[config.mk]
export PLATFORM = sky130hd
export DESIGN_NAME = wasm_alu_seq_flat
export DESIGN_NICKNAME = d
export VERILOG_FILES = /design/src/rtl/wasm_alu_seq_pkg.sv /design/src/rtl/wasm_alu_seq_if.sv /design/src/rtl/wasm_alu_seq_op_decode.sv /design/src/rtl/wasm_alu_seq.sv /design/src/flat_wrapper.sv
export SDC_FILE = /design/constraint.sdc
export NUM_CORES = 1
export LEC_CHECK = 0
export CORE_AREA = 3 3 123 113
export DETAILED_ROUTE_END_ITERATION = 10
export DIE_AREA = 0 0 126 116
export HOLD_SLACK_MARGIN = 0.12
export PLACE_DENSITY = 0.93
export SKIP_LAST_GASP = 1
export SLEW_MARGIN = 20
export SYNTH_ARGS = -nofsm -noshare
export SYNTH_HDL_FRONTEND = slang
export SYNTH_HIERARCHICAL = 1
export SYNTH_SLANG_ARGS = --single-unit
[constraint.sdc]
create_clock -name clk -period 7.5 [get_ports clk]
set_input_delay 1.875 -clock clk [delete_from_list [all_inputs] [get_ports clk]]
set_output_delay 1.875 -clock clk [all_outputs]
set_load 0.01 [all_outputs]
[src/rtl/wasm_alu_seq_pkg.sv]
// Shared types and constants for the stack-machine ALU sequencer:
// opcode values, ALU control codes, FSM state encoding and trap codes.
package wasm_alu_seq_pkg;

  localparam int ST_WIDTH_DEF = 32;
  localparam int DEPTH_W_DEF  = 10;

  // WASM i32 numeric opcodes handled by the sequencer
  localparam logic [7:0] OP_SELECT   = 8'h1B;
  localparam logic [7:0] OP_I32_EQZ  = 8'h45;
  localparam logic [7:0] OP_I32_EQ   = 8'h46;
  localparam logic [7:0] OP_I32_NE   = 8'h47;
  localparam logic [7:0] OP_I32_LT_S = 8'h48;
  localparam logic [7:0] OP_I32_LT_U = 8'h49;
  localparam logic [7:0] OP_I32_GT_S = 8'h4A;
  localparam logic [7:0] OP_I32_GT_U = 8'h4B;
  localparam logic [7:0] OP_I32_LE_S = 8'h4C;
  localparam logic [7:0] OP_I32_LE_U = 8'h4D;
  localparam logic [7:0] OP_I32_GE_S = 8'h4E;
  localparam logic [7:0] OP_I32_GE_U = 8'h4F;
  localparam logic [7:0] OP_I32_ADD  = 8'h6A;
  localparam logic [7:0] OP_I32_SUB  = 8'h6B;
  localparam logic [7:0] OP_I32_AND  = 8'h71;
  localparam logic [7:0] OP_I32_OR   = 8'h72;
  localparam logic [7:0] OP_I32_SHL  = 8'h74;
  localparam logic [7:0] OP_I32_SHRS = 8'h75;
  localparam logic [7:0] OP_I32_SHRU = 8'h76;
  localparam logic [7:0] OP_I32_ROTL = 8'h77;
  localparam logic [7:0] OP_I32_ROTR = 8'h78;

  // ALU control codes
  localparam logic [4:0] ALU_ADD    = 5'h00;
  localparam logic [4:0] ALU_SUB    = 5'h01;
  localparam logic [4:0] ALU_AND    = 5'h02;
  localparam logic [4:0] ALU_OR     = 5'h03;
  localparam logic [4:0] ALU_SELECT = 5'h04;
  localparam logic [4:0] ALU_EQZ    = 5'h05;
  localparam logic [4:0] ALU_EQ     = 5'h06;
  localparam logic [4:0] ALU_LT_U   = 5'h07;
  localparam logic [4:0] ALU_GT_U   = 5'h08;
  localparam logic [4:0] ALU_LE_U   = 5'h09;
  localparam logic [4:0] ALU_GE_U   = 5'h0A;
  localparam logic [4:0] ALU_LT_S   = 5'h0B;
  localparam logic [4:0] ALU_GT_S   = 5'h0C;
  localparam logic [4:0] ALU_LE_S   = 5'h0D;
  localparam logic [4:0] ALU_GE_S   = 5'h0E;
  localparam logic [4:0] ALU_NE     = 5'h0F;
  localparam logic [4:0] ALU_SHL    = 5'h10;
  localparam logic [4:0] ALU_SHR_S  = 5'h11;
  localparam logic [4:0] ALU_SHR_U  = 5'h12;
  localparam logic [4:0] ALU_ROTL   = 5'h13;
  localparam logic [4:0] ALU_ROTR   = 5'h14;

  // Trap codes
  localparam logic [1:0] TRAP_NONE      = 2'b00;
  localparam logic [1:0] TRAP_ILLEGAL   = 2'b01;
  localparam logic [1:0] TRAP_UNDERFLOW = 2'b10;

  typedef enum logic [2:0] {
    S_IDLE = 3'd0,
    S_POP  = 3'd1,
    S_WAIT = 3'd2,
    S_EXEC = 3'd3,
    S_PUSH = 3'd4,
    S_TRAP = 3'd5
  } state_e;

endpackage

[src/rtl/wasm_alu_seq_if.sv]
// Bundle of decoder, operand-stack and ALU signals around the sequencer.
// master = the sequencer side, slave = the decoder/stack/ALU side.
interface wasm_alu_seq_if #(
  parameter int ST_WIDTH = 32,
  parameter int DEPTH_W  = 10
);
  logic                op_valid;
  logic                op_ready;
  logic [7:0]          op_code;
  logic [DEPTH_W-1:0]  st_depth;
  logic                st_pop;
  logic [ST_WIDTH-1:0] st_pop_data;
  logic                st_push;
  logic [ST_WIDTH-1:0] st_push_data;
  logic                st_push_rdy;
  logic [ST_WIDTH-1:0] alu_a;
  logic [ST_WIDTH-1:0] alu_b;
  logic [ST_WIDTH-1:0] alu_c;
  logic [4:0]          alu_ctrl;
  logic [ST_WIDTH-1:0] alu_result;
  logic                done;
  logic                trap;
  logic [1:0]          trap_code;

  modport master (
    input  op_valid, op_code, st_depth, st_pop_data, st_push_rdy, alu_result,
    output op_ready, st_pop, st_push, st_push_data, alu_a, alu_b, alu_c,
           alu_ctrl, done, trap, trap_code
  );

  modport slave (
    output op_valid, op_code, st_depth, st_pop_data, st_push_rdy, alu_result,
    input  op_ready, st_pop, st_push, st_push_data, alu_a, alu_b, alu_c,
           alu_ctrl, done, trap, trap_code
  );
endinterface

[src/rtl/wasm_alu_seq_op_decode.sv]
// Combinational opcode decoder: legality, ALU control, operand count and
// whether the op is a shift/rotate (its count operand gets masked to 5 bits).
module wasm_alu_seq_op_decode
  import wasm_alu_seq_pkg::*;
(
  input  logic [7:0] op_code,
  output logic       legal,
  output logic [4:0] alu_ctrl,
  output logic [1:0] n_ops,
  output logic       is_shift
);

  // opcode lookup; anything not listed is illegal with zero operands
  always_comb begin
    legal    = 1'b1;
    alu_ctrl = ALU_ADD;
    n_ops    = 2'd2;
    is_shift = 1'b0;
    case (op_code)
      OP_SELECT:   begin alu_ctrl = ALU_SELECT; n_ops = 2'd3; end
      OP_I32_EQZ:  begin alu_ctrl = ALU_EQZ;    n_ops = 2'd1; end
      OP_I32_EQ:   alu_ctrl = ALU_EQ;
      OP_I32_NE:   alu_ctrl = ALU_NE;
      OP_I32_LT_S: alu_ctrl = ALU_LT_S;
      OP_I32_LT_U: alu_ctrl = ALU_LT_U;
      OP_I32_GT_S: alu_ctrl = ALU_GT_S;
      OP_I32_GT_U: alu_ctrl = ALU_GT_U;
      OP_I32_LE_S: alu_ctrl = ALU_LE_S;
      OP_I32_LE_U: alu_ctrl = ALU_LE_U;
      OP_I32_GE_S: alu_ctrl = ALU_GE_S;
      OP_I32_GE_U: alu_ctrl = ALU_GE_U;
      OP_I32_ADD:  alu_ctrl = ALU_ADD;
      OP_I32_SUB:  alu_ctrl = ALU_SUB;
      OP_I32_AND:  alu_ctrl = ALU_AND;
      OP_I32_OR:   alu_ctrl = ALU_OR;
      OP_I32_SHL:  begin alu_ctrl = ALU_SHL;   is_shift = 1'b1; end
      OP_I32_SHRS: begin alu_ctrl = ALU_SHR_S; is_shift = 1'b1; end
      OP_I32_SHRU: begin alu_ctrl = ALU_SHR_U; is_shift = 1'b1; end
      OP_I32_ROTL: begin alu_ctrl = ALU_ROTL;  is_shift = 1'b1; end
      OP_I32_ROTR: begin alu_ctrl = ALU_ROTR;  is_shift = 1'b1; end
      default: begin
        legal = 1'b0;
        n_ops = 2'd0;
      end
    endcase
  end

endmodule

[src/rtl/wasm_alu_seq.sv]
// Stack-machine ALU sequencer: accepts one decoded opcode, pops 1-3
// operands, drives the ALU, registers the result and pushes it back.
module wasm_alu_seq
  import wasm_alu_seq_pkg::*;
#(
  parameter int ST_WIDTH = ST_WIDTH_DEF,
  parameter int DEPTH_W  = DEPTH_W_DEF
) (
  input  logic          clk,
  input  logic          rst_n,
  wasm_alu_seq_if.master bus
);

  state_e              state;
  logic                op_ready_q;
  logic                st_pop_q;
  logic                st_push_q;
  logic [ST_WIDTH-1:0] push_data_q;
  logic [ST_WIDTH-1:0] alu_a_q, alu_b_q, alu_c_q;
  logic [4:0]          alu_ctrl_q;
  logic                trap_q;
  logic [1:0]          trap_code_q;

  logic [1:0]          n_ops_q;
  logic [1:0]          pop_cnt;   // pops issued so far for this op
  logic [1:0]          cap_idx;   // next operand slot to fill
  logic                is_shift_q;
  logic                pop_d;     // a pop was issued last cycle, data is on st_pop_data
  logic                push_fire;

  logic                dec_legal;
  logic [4:0]          dec_ctrl;
  logic [1:0]          dec_n;
  logic                dec_shift;

  wasm_alu_seq_op_decode u_dec (
    .op_code  (bus.op_code),
    .legal    (dec_legal),
    .alu_ctrl (dec_ctrl),
    .n_ops    (dec_n),
    .is_shift (dec_shift)
  );

  assign push_fire = (state == S_PUSH) && bus.st_push_rdy;

  assign bus.op_ready     = op_ready_q;
  assign bus.st_pop       = st_pop_q;
  assign bus.st_push      = st_push_q;
  assign bus.st_push_data = push_data_q;
  assign bus.alu_a        = alu_a_q;
  assign bus.alu_b        = alu_b_q;
  assign bus.alu_c        = alu_c_q;
  assign bus.alu_ctrl     = alu_ctrl_q;
  assign bus.trap         = trap_q;
  assign bus.trap_code    = trap_code_q;
  // done marks the push handshake itself, so it follows st_push_rdy directly
  assign bus.done         = push_fire;

  // main FSM: accept/decode, pop sequencing, execute, push handshake, trap
  always_ff @(posedge clk) begin
    if (!rst_n) begin
      state       <= S_IDLE;
      op_ready_q  <= 1'b1;
      st_pop_q    <= 1'b0;
      st_push_q   <= 1'b0;
      push_data_q <= '0;
      alu_ctrl_q  <= '0;
      trap_q      <= 1'b0;
      trap_code_q <= TRAP_NONE;
      n_ops_q     <= '0;
      pop_cnt     <= '0;
      is_shift_q  <= 1'b0;
      pop_d       <= 1'b0;
    end else begin
      pop_d <= st_pop_q;
      case (state)
        S_IDLE: begin
          if (bus.op_valid) begin
            if (!dec_legal) begin
              state       <= S_TRAP;
              op_ready_q  <= 1'b0;
              trap_q      <= 1'b1;
              trap_code_q <= TRAP_ILLEGAL;
            end else if (bus.st_depth < DEPTH_W'(dec_n)) begin
              state       <= S_TRAP;
              op_ready_q  <= 1'b0;
              trap_q      <= 1'b1;
              trap_code_q <= TRAP_UNDERFLOW;
            end else begin
              state      <= S_POP;
              op_ready_q <= 1'b0;
              st_pop_q   <= 1'b1;
              pop_cnt    <= 2'd1;
              n_ops_q    <= dec_n;
              is_shift_q <= dec_shift;
              alu_ctrl_q <= dec_ctrl;
            end
          end
        end
        S_POP: begin
          if (pop_cnt == n_ops_q) begin
            st_pop_q <= 1'b0;
            state    <= S_WAIT;
          end else begin
            pop_cnt <= pop_cnt + 2'd1;
          end
        end
        S_WAIT: state <= S_EXEC;
        S_EXEC: begin
          push_data_q <= bus.alu_result;
          st_push_q   <= 1'b1;
          state       <= S_PUSH;
        end
        S_PUSH: begin
          if (bus.st_push_rdy) begin
            st_push_q  <= 1'b0;
            op_ready_q <= 1'b1;
            alu_ctrl_q <= '0;
            state      <= S_IDLE;
          end
        end
        S_TRAP: begin
          trap_q      <= 1'b0;
          trap_code_q <= TRAP_NONE;
          op_ready_q  <= 1'b1;
          state       <= S_IDLE;
        end
        default: state <= S_IDLE;
      endcase
    end
  end

  // operand capture: each popped word lands in the next slot a, b, c;
  // a shift count is reduced to its low 5 bits as it is captured
  always_ff @(posedge clk) begin
    if (!rst_n) begin
      alu_a_q <= '0;
      alu_b_q <= '0;
      alu_c_q <= '0;
      cap_idx <= '0;
    end else if (push_fire) begin
      alu_a_q <= '0;
      alu_b_q <= '0;
      alu_c_q <= '0;
      cap_idx <= '0;
    end else if (pop_d) begin
      case (cap_idx)
        2'd0: alu_a_q <= is_shift_q ? {{(ST_WIDTH-5){1'b0}}, bus.st_pop_data[4:0]}
                                    : bus.st_pop_data;
        2'd1: alu_b_q <= bus.st_pop_data;
        default: alu_c_q <= bus.st_pop_data;
      endcase
      cap_idx <= cap_idx + 2'd1;
    end
  end

endmodule

[src/flat_wrapper.sv]
// flat-port wrapper written by rule: the top's interface ports become plain ports
module wasm_alu_seq_flat import wasm_alu_seq_pkg::*;
#(
  parameter int ST_WIDTH = ST_WIDTH_DEF,
  parameter int DEPTH_W  = DEPTH_W_DEF
)
  (clk, rst_n, bus_op_valid, bus_op_code, bus_st_depth, bus_st_pop_data, bus_st_push_rdy, bus_alu_result, bus_op_ready, bus_st_pop, bus_st_push, bus_st_push_data, bus_alu_a, bus_alu_b, bus_alu_c, bus_alu_ctrl, bus_done, bus_trap, bus_trap_code);
  wasm_alu_seq_if #(.ST_WIDTH(ST_WIDTH), .DEPTH_W(DEPTH_W)) bus_i ();
  input  logic clk;
  input  logic rst_n;
  input wire logic [$bits(bus_i.op_valid)-1:0] bus_op_valid;
  input wire logic [$bits(bus_i.op_code)-1:0] bus_op_code;
  input wire logic [$bits(bus_i.st_depth)-1:0] bus_st_depth;
  input wire logic [$bits(bus_i.st_pop_data)-1:0] bus_st_pop_data;
  input wire logic [$bits(bus_i.st_push_rdy)-1:0] bus_st_push_rdy;
  input wire logic [$bits(bus_i.alu_result)-1:0] bus_alu_result;
  output wire logic [$bits(bus_i.op_ready)-1:0] bus_op_ready;
  output wire logic [$bits(bus_i.st_pop)-1:0] bus_st_pop;
  output wire logic [$bits(bus_i.st_push)-1:0] bus_st_push;
  output wire logic [$bits(bus_i.st_push_data)-1:0] bus_st_push_data;
  output wire logic [$bits(bus_i.alu_a)-1:0] bus_alu_a;
  output wire logic [$bits(bus_i.alu_b)-1:0] bus_alu_b;
  output wire logic [$bits(bus_i.alu_c)-1:0] bus_alu_c;
  output wire logic [$bits(bus_i.alu_ctrl)-1:0] bus_alu_ctrl;
  output wire logic [$bits(bus_i.done)-1:0] bus_done;
  output wire logic [$bits(bus_i.trap)-1:0] bus_trap;
  output wire logic [$bits(bus_i.trap_code)-1:0] bus_trap_code;
  assign bus_i.op_valid = bus_op_valid;
  assign bus_i.op_code = bus_op_code;
  assign bus_i.st_depth = bus_st_depth;
  assign bus_i.st_pop_data = bus_st_pop_data;
  assign bus_i.st_push_rdy = bus_st_push_rdy;
  assign bus_i.alu_result = bus_alu_result;
  assign bus_op_ready = bus_i.op_ready;
  assign bus_st_pop = bus_i.st_pop;
  assign bus_st_push = bus_i.st_push;
  assign bus_st_push_data = bus_i.st_push_data;
  assign bus_alu_a = bus_i.alu_a;
  assign bus_alu_b = bus_i.alu_b;
  assign bus_alu_c = bus_i.alu_c;
  assign bus_alu_ctrl = bus_i.alu_ctrl;
  assign bus_done = bus_i.done;
  assign bus_trap = bus_i.trap;
  assign bus_trap_code = bus_i.trap_code;
  wasm_alu_seq #(.ST_WIDTH(ST_WIDTH), .DEPTH_W(DEPTH_W)) u_core (.clk(clk), .rst_n(rst_n), .bus(bus_i));
endmodule
==> results of run 1 <==
-- metrics by stage --
step                power (W)  cell area, µm²
floorplan           0.0009258            5897
global placement     0.001014            8173
detailed placement   0.001016            8175
CTS                  0.001803            8727
global route         0.001860            8735
finish               0.001791            8735
-- how the worst max path moves through the flow --
| stage | slack (ns) | depth (start not counted) | startpoint | endpoint |
|---|---|---|---|---|
| 2_1_floorplan | 3.34 | 13 | bus_op_code[2] | u_core/bus.alu_ctrl[3] |
| 3_3_place_gp | 2.37 | 4 | bus_st_push_rdy | bus_done |
| 3_5_place_dp | 2.33 | 4 | bus_st_push_rdy | bus_done |
| 4_1_cts | 2.30 | 4 | bus_st_push_rdy | bus_done |
| 5_1_grt | 2.23 | 4 | bus_st_push_rdy | bus_done |
| 6_report | 2.30 | 4 | bus_st_push_rdy | bus_done |
-- state kept, by name, summed over array words and instances, names as in the netlist --
register	cells
u_core/bus.alu_a	32
u_core/bus.alu_b	32
u_core/bus.alu_c	32
u_core/bus.alu_ctrl	5
u_core/bus.op_ready	1
u_core/bus.st_pop	1
u_core/bus.st_push	1
u_core/bus.st_push_data	32
u_core/bus.trap	1
u_core/bus.trap_code	2
u_core/cap_idx	2
u_core/is_shift_q	1
u_core/n_ops_q	2
u_core/pop_cnt	2
u_core/pop_d	1
u_core/state	3
-- power by group --
part | total, W | switching [W] | internal (W)
logic | 0.000173 | 0.0000850 | 0.0000881
registers | 0.000828 | 0.0000156 | 0.000812
clock network | 0.000790 | 0.000345 | 0.000444
-- layout by cell type, fill, tap and decap left out, types with 6 or more instances in the layout --
cell type        Yosys  routed
a21oi_1            144     144
buf_4                2       7
clkbuf_16            0      17
clkdlybuf4s50_1      0     225
dfxtp_1            150     150
inv_1                6       6
nand2_1            232     230
nand3_1              8       8
nor2_1              42      42
nor3b_1             27      27
-- layer usage --
metal / vias to the layer above / GRT usage, %
li1: 2847 / -
met1: 2750 / 27.72
met2: 282 / 39.21
met3: 30 / 8.571
met4: 0 / 9.650
met5: - / 0
-- worst max-delay path, delay by kind of cell --
family | cells | cell delay [ns]
buffers and inverters | 3 | 1.23
and+or+nand+nor | 1 | 0.22
-- cell type report --
class	count	area (µm²)
Fill cell	970	3953
Sequential cell	150	3003
Multi-Input combinational cell	528	2644
Timing Repair Buffer	232	2305
Clock buffer	19	452.9
Tap cell	164	205.2
Clock inverter	12	98.84
Inverter	7	26.28
-- cells by family after synthesis --
group	after synthesis
xor+xnor	4
compound gates	174
flops	150
simple gates	344
buf+inv	61
fa+ha+maj	4
mux	2
==> impl_metrics.yaml, run 1 <==
grt:
  grt_pass1_vias: 5633
  antenna_found_initial: 0
  grt_usage_pct: 23.51
  grt-ovfl-total: 0
  grt_max_degree: 99
  grt_pass1_wl_um: 27860
route:
  drt_iter0_markers: 488
  met3_length_um: 1792
  drt-total-wl_um: 17550
  route.met2.wl_um: 8340
  vias: 5909
  met1_length_um: 7072
  wl_per_cell_um: 15.78
  via_per_inst: 5.314
  drtPass1Iterations: 5
  drc: 0
  highest_layer: "met4"
  antenna_left: 0
timing:
  relSlewSlack_pct: 34.22
  tightest_slew_ns: 0.9867
  fin_crit_sh_pct: 69.30
  layout_setup_ws_ns: 2.302
  finalMaxSlewViolations: 0
  holdWs_ns: 0.4517
  setup_viol: 0
  fmax_mhz: 192.4
  hold_viol_final: 0
  fin_crit_ns: 5.198
  fin_setup_tns_ns: 0
  rsz0062_at_grt: "false"
  finClkSkew_ns: 0.006888
final_layout:
  stdcell_count: 1112
  diodes: 0
  area_growth_syn_to_layout_pct: 48.12
  nets: 1025
  drive_gt1_share_pct: 6.118
  fin_util_pct: 68.85
critical_path:
  path_max_fanout: 8
  critPathKind: "input port to primary output"
  timing.rr.end: "u_core/bus.alu_c[15]"
  critical_path.max_stage_delay_ns: 0.57
  reg2reg_depth: 5
  critPathLaunchType: "input port"
  crit_chain: "clkdlybuf4s50_1 -> nand3_2 -> inv_1 -> clkdlybuf4s50_1"
  rr_startpoint: "u_core/state[0]"
  crit_top_cell: "clkdlybuf4s50_1"
  crit_slowest_cell: "clkdlybuf4s50_1"
  crit_path_end_kind: "primary output"
  rrSetupSlack_ns: 5.32
  crit_required_ns: 5.62
  arrival_ns: 3.32
synth:
  synth.area.top_cells: "dfxtp_1, nand2_1, a21oi_1, nor3b_1, nor2_1"
  synth_seq_cells: 150
  synthCells: 739
  syn_avg_cell_area_um2: 7.980
  ys_top_cells_by_count: "nand2_1, dfxtp_1, a21oi_1"
  synth-xor-area-share_pct: 0.5941
  synth_top_flop_cell: "dfxtp_1"
  yosys.area.top_type: "dfxtp_1"
  synth-compound-area-share_pct: 16.27
  ys.warnings.count: 6
  post_synth_num_cell_types: 53
  synth-async-reset-ratio_pct: 0
  synth_top_area_share_pct: 50.92
  yosys.area_share.adder_pct: 0.8063
  netlist_area_mm2: 0.005897
  synth.area.mux_share_pct: 0.3395
  synth.most_common_cell: "nand2_1"
  synth_seq_area_share_pct: 50.92
  synthSimpleGateAreaFrac_pct: 26.56
  synth-edff-count: 0
  syn_nets: 828
  synth_top_family_by_area: "simple AND/OR/NAND/NOR gates"
cts:
  clkSlewWorstSetupHoldPaths_ns: 0.06
  cts_tree: "done"
  postCtsSetupRepairBufs: 0
  cts_resized: 0
  cts_htree_levels: 4
  clk_path_buf_depth: 2
  cts-root-buf: "clkbuf_16"
  insertion_delay_ns: 0.41
  cts_hold_buf: 0
  clock-sinks: 150
  numCtsBuffers: 17
worst_hold_path:
  whs_path_depth: 2
  worstHoldStart: "u_core/bus.st_push_data[9]"
  hold_end: "u_core/bus.st_push_data[9]"
  min_path_type: "flop to flop"
place:
  io_buffers: 225
  dp.cells: 1081
  dp_hpwl_um: 11980
  place_congestion: 0.8545
  dp_slack_ns: 2.332
run_status:
  status: "completed"
floorplanning:
  io_pins: 226
  die_width_um: 126
  rows: 39
  dieArea_mm2: 0.01462
  start_util_pct: 46.48
  dieHeight_um: 116
  core_area_mm2: 0.01269
run:
  cap_viol_max_count: 0
power:
  pwr_density_cell_mw_per_mm2: 205.0
  peakVddDrop_v: 0.0001459
  leakagePower_nw: 2.917
(Power assumes the default switching activity.)
==> run 2, diff against run 1 <==
Settings changed: CORE_AREA 3 3 123 113 to 3 3 127 116, DIE_AREA 0 0 126 116 to 0 0 130 119, PLACE_DENSITY 0.93 to 0.89.
Clock period 7.5 ns to 4.9 ns, I/O delays scaled along.
==> run 2 against run 1 <==
Compared with the run above: clock-buffer cell count grew 2; register-to-register slack lost 2.7 ns; critical endpoint is now u_core/bus.alu_ctrl[0]; via count shrank 1.3%; design area grew 1.0%; final cell count grew 0.72%; power grew 60%; largest power group is now the clock network; global-route usage shrank 1.2 points.
==> impl_metrics.yaml, run 2 (synthesis gave the netlist of run 1 again) <==
route:
  via_per_inst: 5.205
  drtPass1Iterations: 5
  met1_length_um: 7055
  vias: 5830
  antenna_left: 0
  highest_layer: "met4"
  wl_per_cell_um: 15.58
  drt-total-wl_um: 17450
  drc: 0
  drt_iter0_markers: 387
  met3_length_um: 1829
  route.met2.wl_um: 8116
timing:
  relSlewSlack_pct: 48.92
  fin_crit_ns: 3.962
  finClkSkew_ns: 0.01079
  finalMaxSlewViolations: 0
  fin_crit_sh_pct: 80.86
  rsz0062_at_grt: "false"
  hold_viol_final: 0
  tightest_slew_ns: 0.7636
  fin_setup_tns_ns: 0
  setup_viol: 0
  fmax_mhz: 252.4
critical_path:
  crit_buf_inv: 2
  critPathKind: "input port to flop"
  path_max_fanout: 12
  critical_path.max_stage_delay_ns: 0.63
  arrival_ns: 4.30
  crit_family: "simple AND/OR/NAND/NOR gates"
  crit_chain: "clkdlybuf4s50_1 -> or4b_4 -> a31oi_1 -> a211oi_1 -> nand2_1 -> inv_1 -> ha_1 -> or4_4 -> nor3_4 -> a21o_1 -> nand3_1 -> a21oi_1"
  critPathLaunchType: "input port"
  crit_slowest_cell: "or4b_4"
  crit_path_end_kind: "flop"
  crit_required_ns: 5.23
grt:
  antenna_found_initial: 0
  grt_pass1_wl_um: 27740
  grt-ovfl-total: 0
  grt_usage_pct: 22.34
  grt_pass1_vias: 5627
  grt_max_degree: 60
power:
  pwr_density_cell_mw_per_mm2: 324.8
  leakagePower_nw: 2.973
  peakVddDrop_v: 0.0002724
final_layout:
  final_cell_area_mm2: 0.008826
  drive_gt1_share_pct: 6.303
  nets: 1028
  diodes: 0
  area_growth_syn_to_layout_pct: 49.67
  final_common_cell: "nand2_1"
  mostFrequentLayoutCells: "nand2_1, clkdlybuf4s50_1, dfxtp_1, a21oi_1, nor2_1"
cts:
  clk_path_buf_depth: 2
  clkSlewWorstSetupHoldPaths_ns: 0.06
  insertion_delay_ns: 0.42
  cts_htree_levels: 4
  clock-sinks: 150
  numCtsBuffers: 17
  cts_hold_buf: 0
  cts-root-buf: "clkbuf_16"
  postCtsSetupRepairBufs: 0
  cts_tree: "done"
  cts_resized: 0
floorplanning:
  rows: 40
  io_pins: 226
  dieArea_mm2: 0.01547
  start_util_pct: 43.80
  core_area_mm2: 0.01346
  dieHeight_um: 119
  die_width_um: 130
run_status:
  status: "completed"
worst_hold_path:
  min_path_type: "flop to flop"
run:
  cap_viol_max_count: 0
place:
  dp_hpwl_um: 12160
  place_area_mm2: 0.008204
  place_congestion: 0.8513
  io_buffers: 225
-- run 2: cell types whose count changed in the layout (fill, tap and decap cells not counted) --
cell	delta
buf_4	+2
buf_6	+1
bufinv_16	+2
clkbuf_8	+2
clkinv_4	-1
clkinvlp_4	-3
inv_6	+1
nand2_1	+1
nand2_2	-1
nand2b_1	+1
nand2b_2	-1
-- run 2: final timing paths --
check,from,endpoint,slack [ns],cells after the start
min,u_core/bus.st_push_data[0],u_core/bus.st_push_data[0],0.45,2
max reg2reg,u_core/state[0],u_core/bus.alu_a[30],2.61,5
min reg2reg,u_core/bus.st_push_data[0],u_core/bus.st_push_data[0],0.45,2
max,bus_op_code[1],u_core/bus.alu_ctrl[0],0.94,12
-- run 2: per-layer routing --
metal  up-vias  track usage [%]
met5         -                0
met4         0            8.961
li1       2859                -
met2       286            36.44
met3        34            8.430
met1      2651            26.36
-- run 2: through the flow --
stage | setup slack, ns | hold slack, ns | util (%) | instances | total power [W]
final | 0.9380 | 0.4511 | 65.56 | 1120 | 0.002867
after global routing | 0.7198 | 0.4736 | 65.56 | 1120 | 0.002960
after CTS | 0.9888 | 0.4541 | 65.52 | 1120 | 0.002890
after detailed placement | 0.5570 | 0.4460 | 60.94 | 1088 | 0.001558
after global placement | 0.6136 | 0.4409 | 60.86 | 1087 | 0.001554
after floorplan | 1.393 | 0.4496 | - | 739 | 0.001417
-- run 2: tightest hold or removal path, cell delays in order, from the launching register on --
cell     delay, ns
dfxtp_1       0.31
nand2_1       0.05
a21oi_1       0.05
-- run 2: report_power, final --
| group | switching [W] | total, W | internal, W |
|---|---|---|---|
| registers | 0.0000248 | 0.00127 | 0.00124 |
| clock network | 0.000518 | 0.00133 | 0.000814 |
| logic | 0.000130 | 0.000266 | 0.000136 |
| total | 0.000673 | 0.00287 | 0.00219 |
-- run 2: final cells by class --
class | instances | area [µm²]
fill | 1086 | 4637
sequential | 150 | 3003
multi-input combinational | 528 | 2639
timing repair buffer | 235 | 2331
clock buffer | 21 | 480.5
tap | 168 | 210.2
clock inverter | 11 | 136.4
inverter | 7 | 26.28
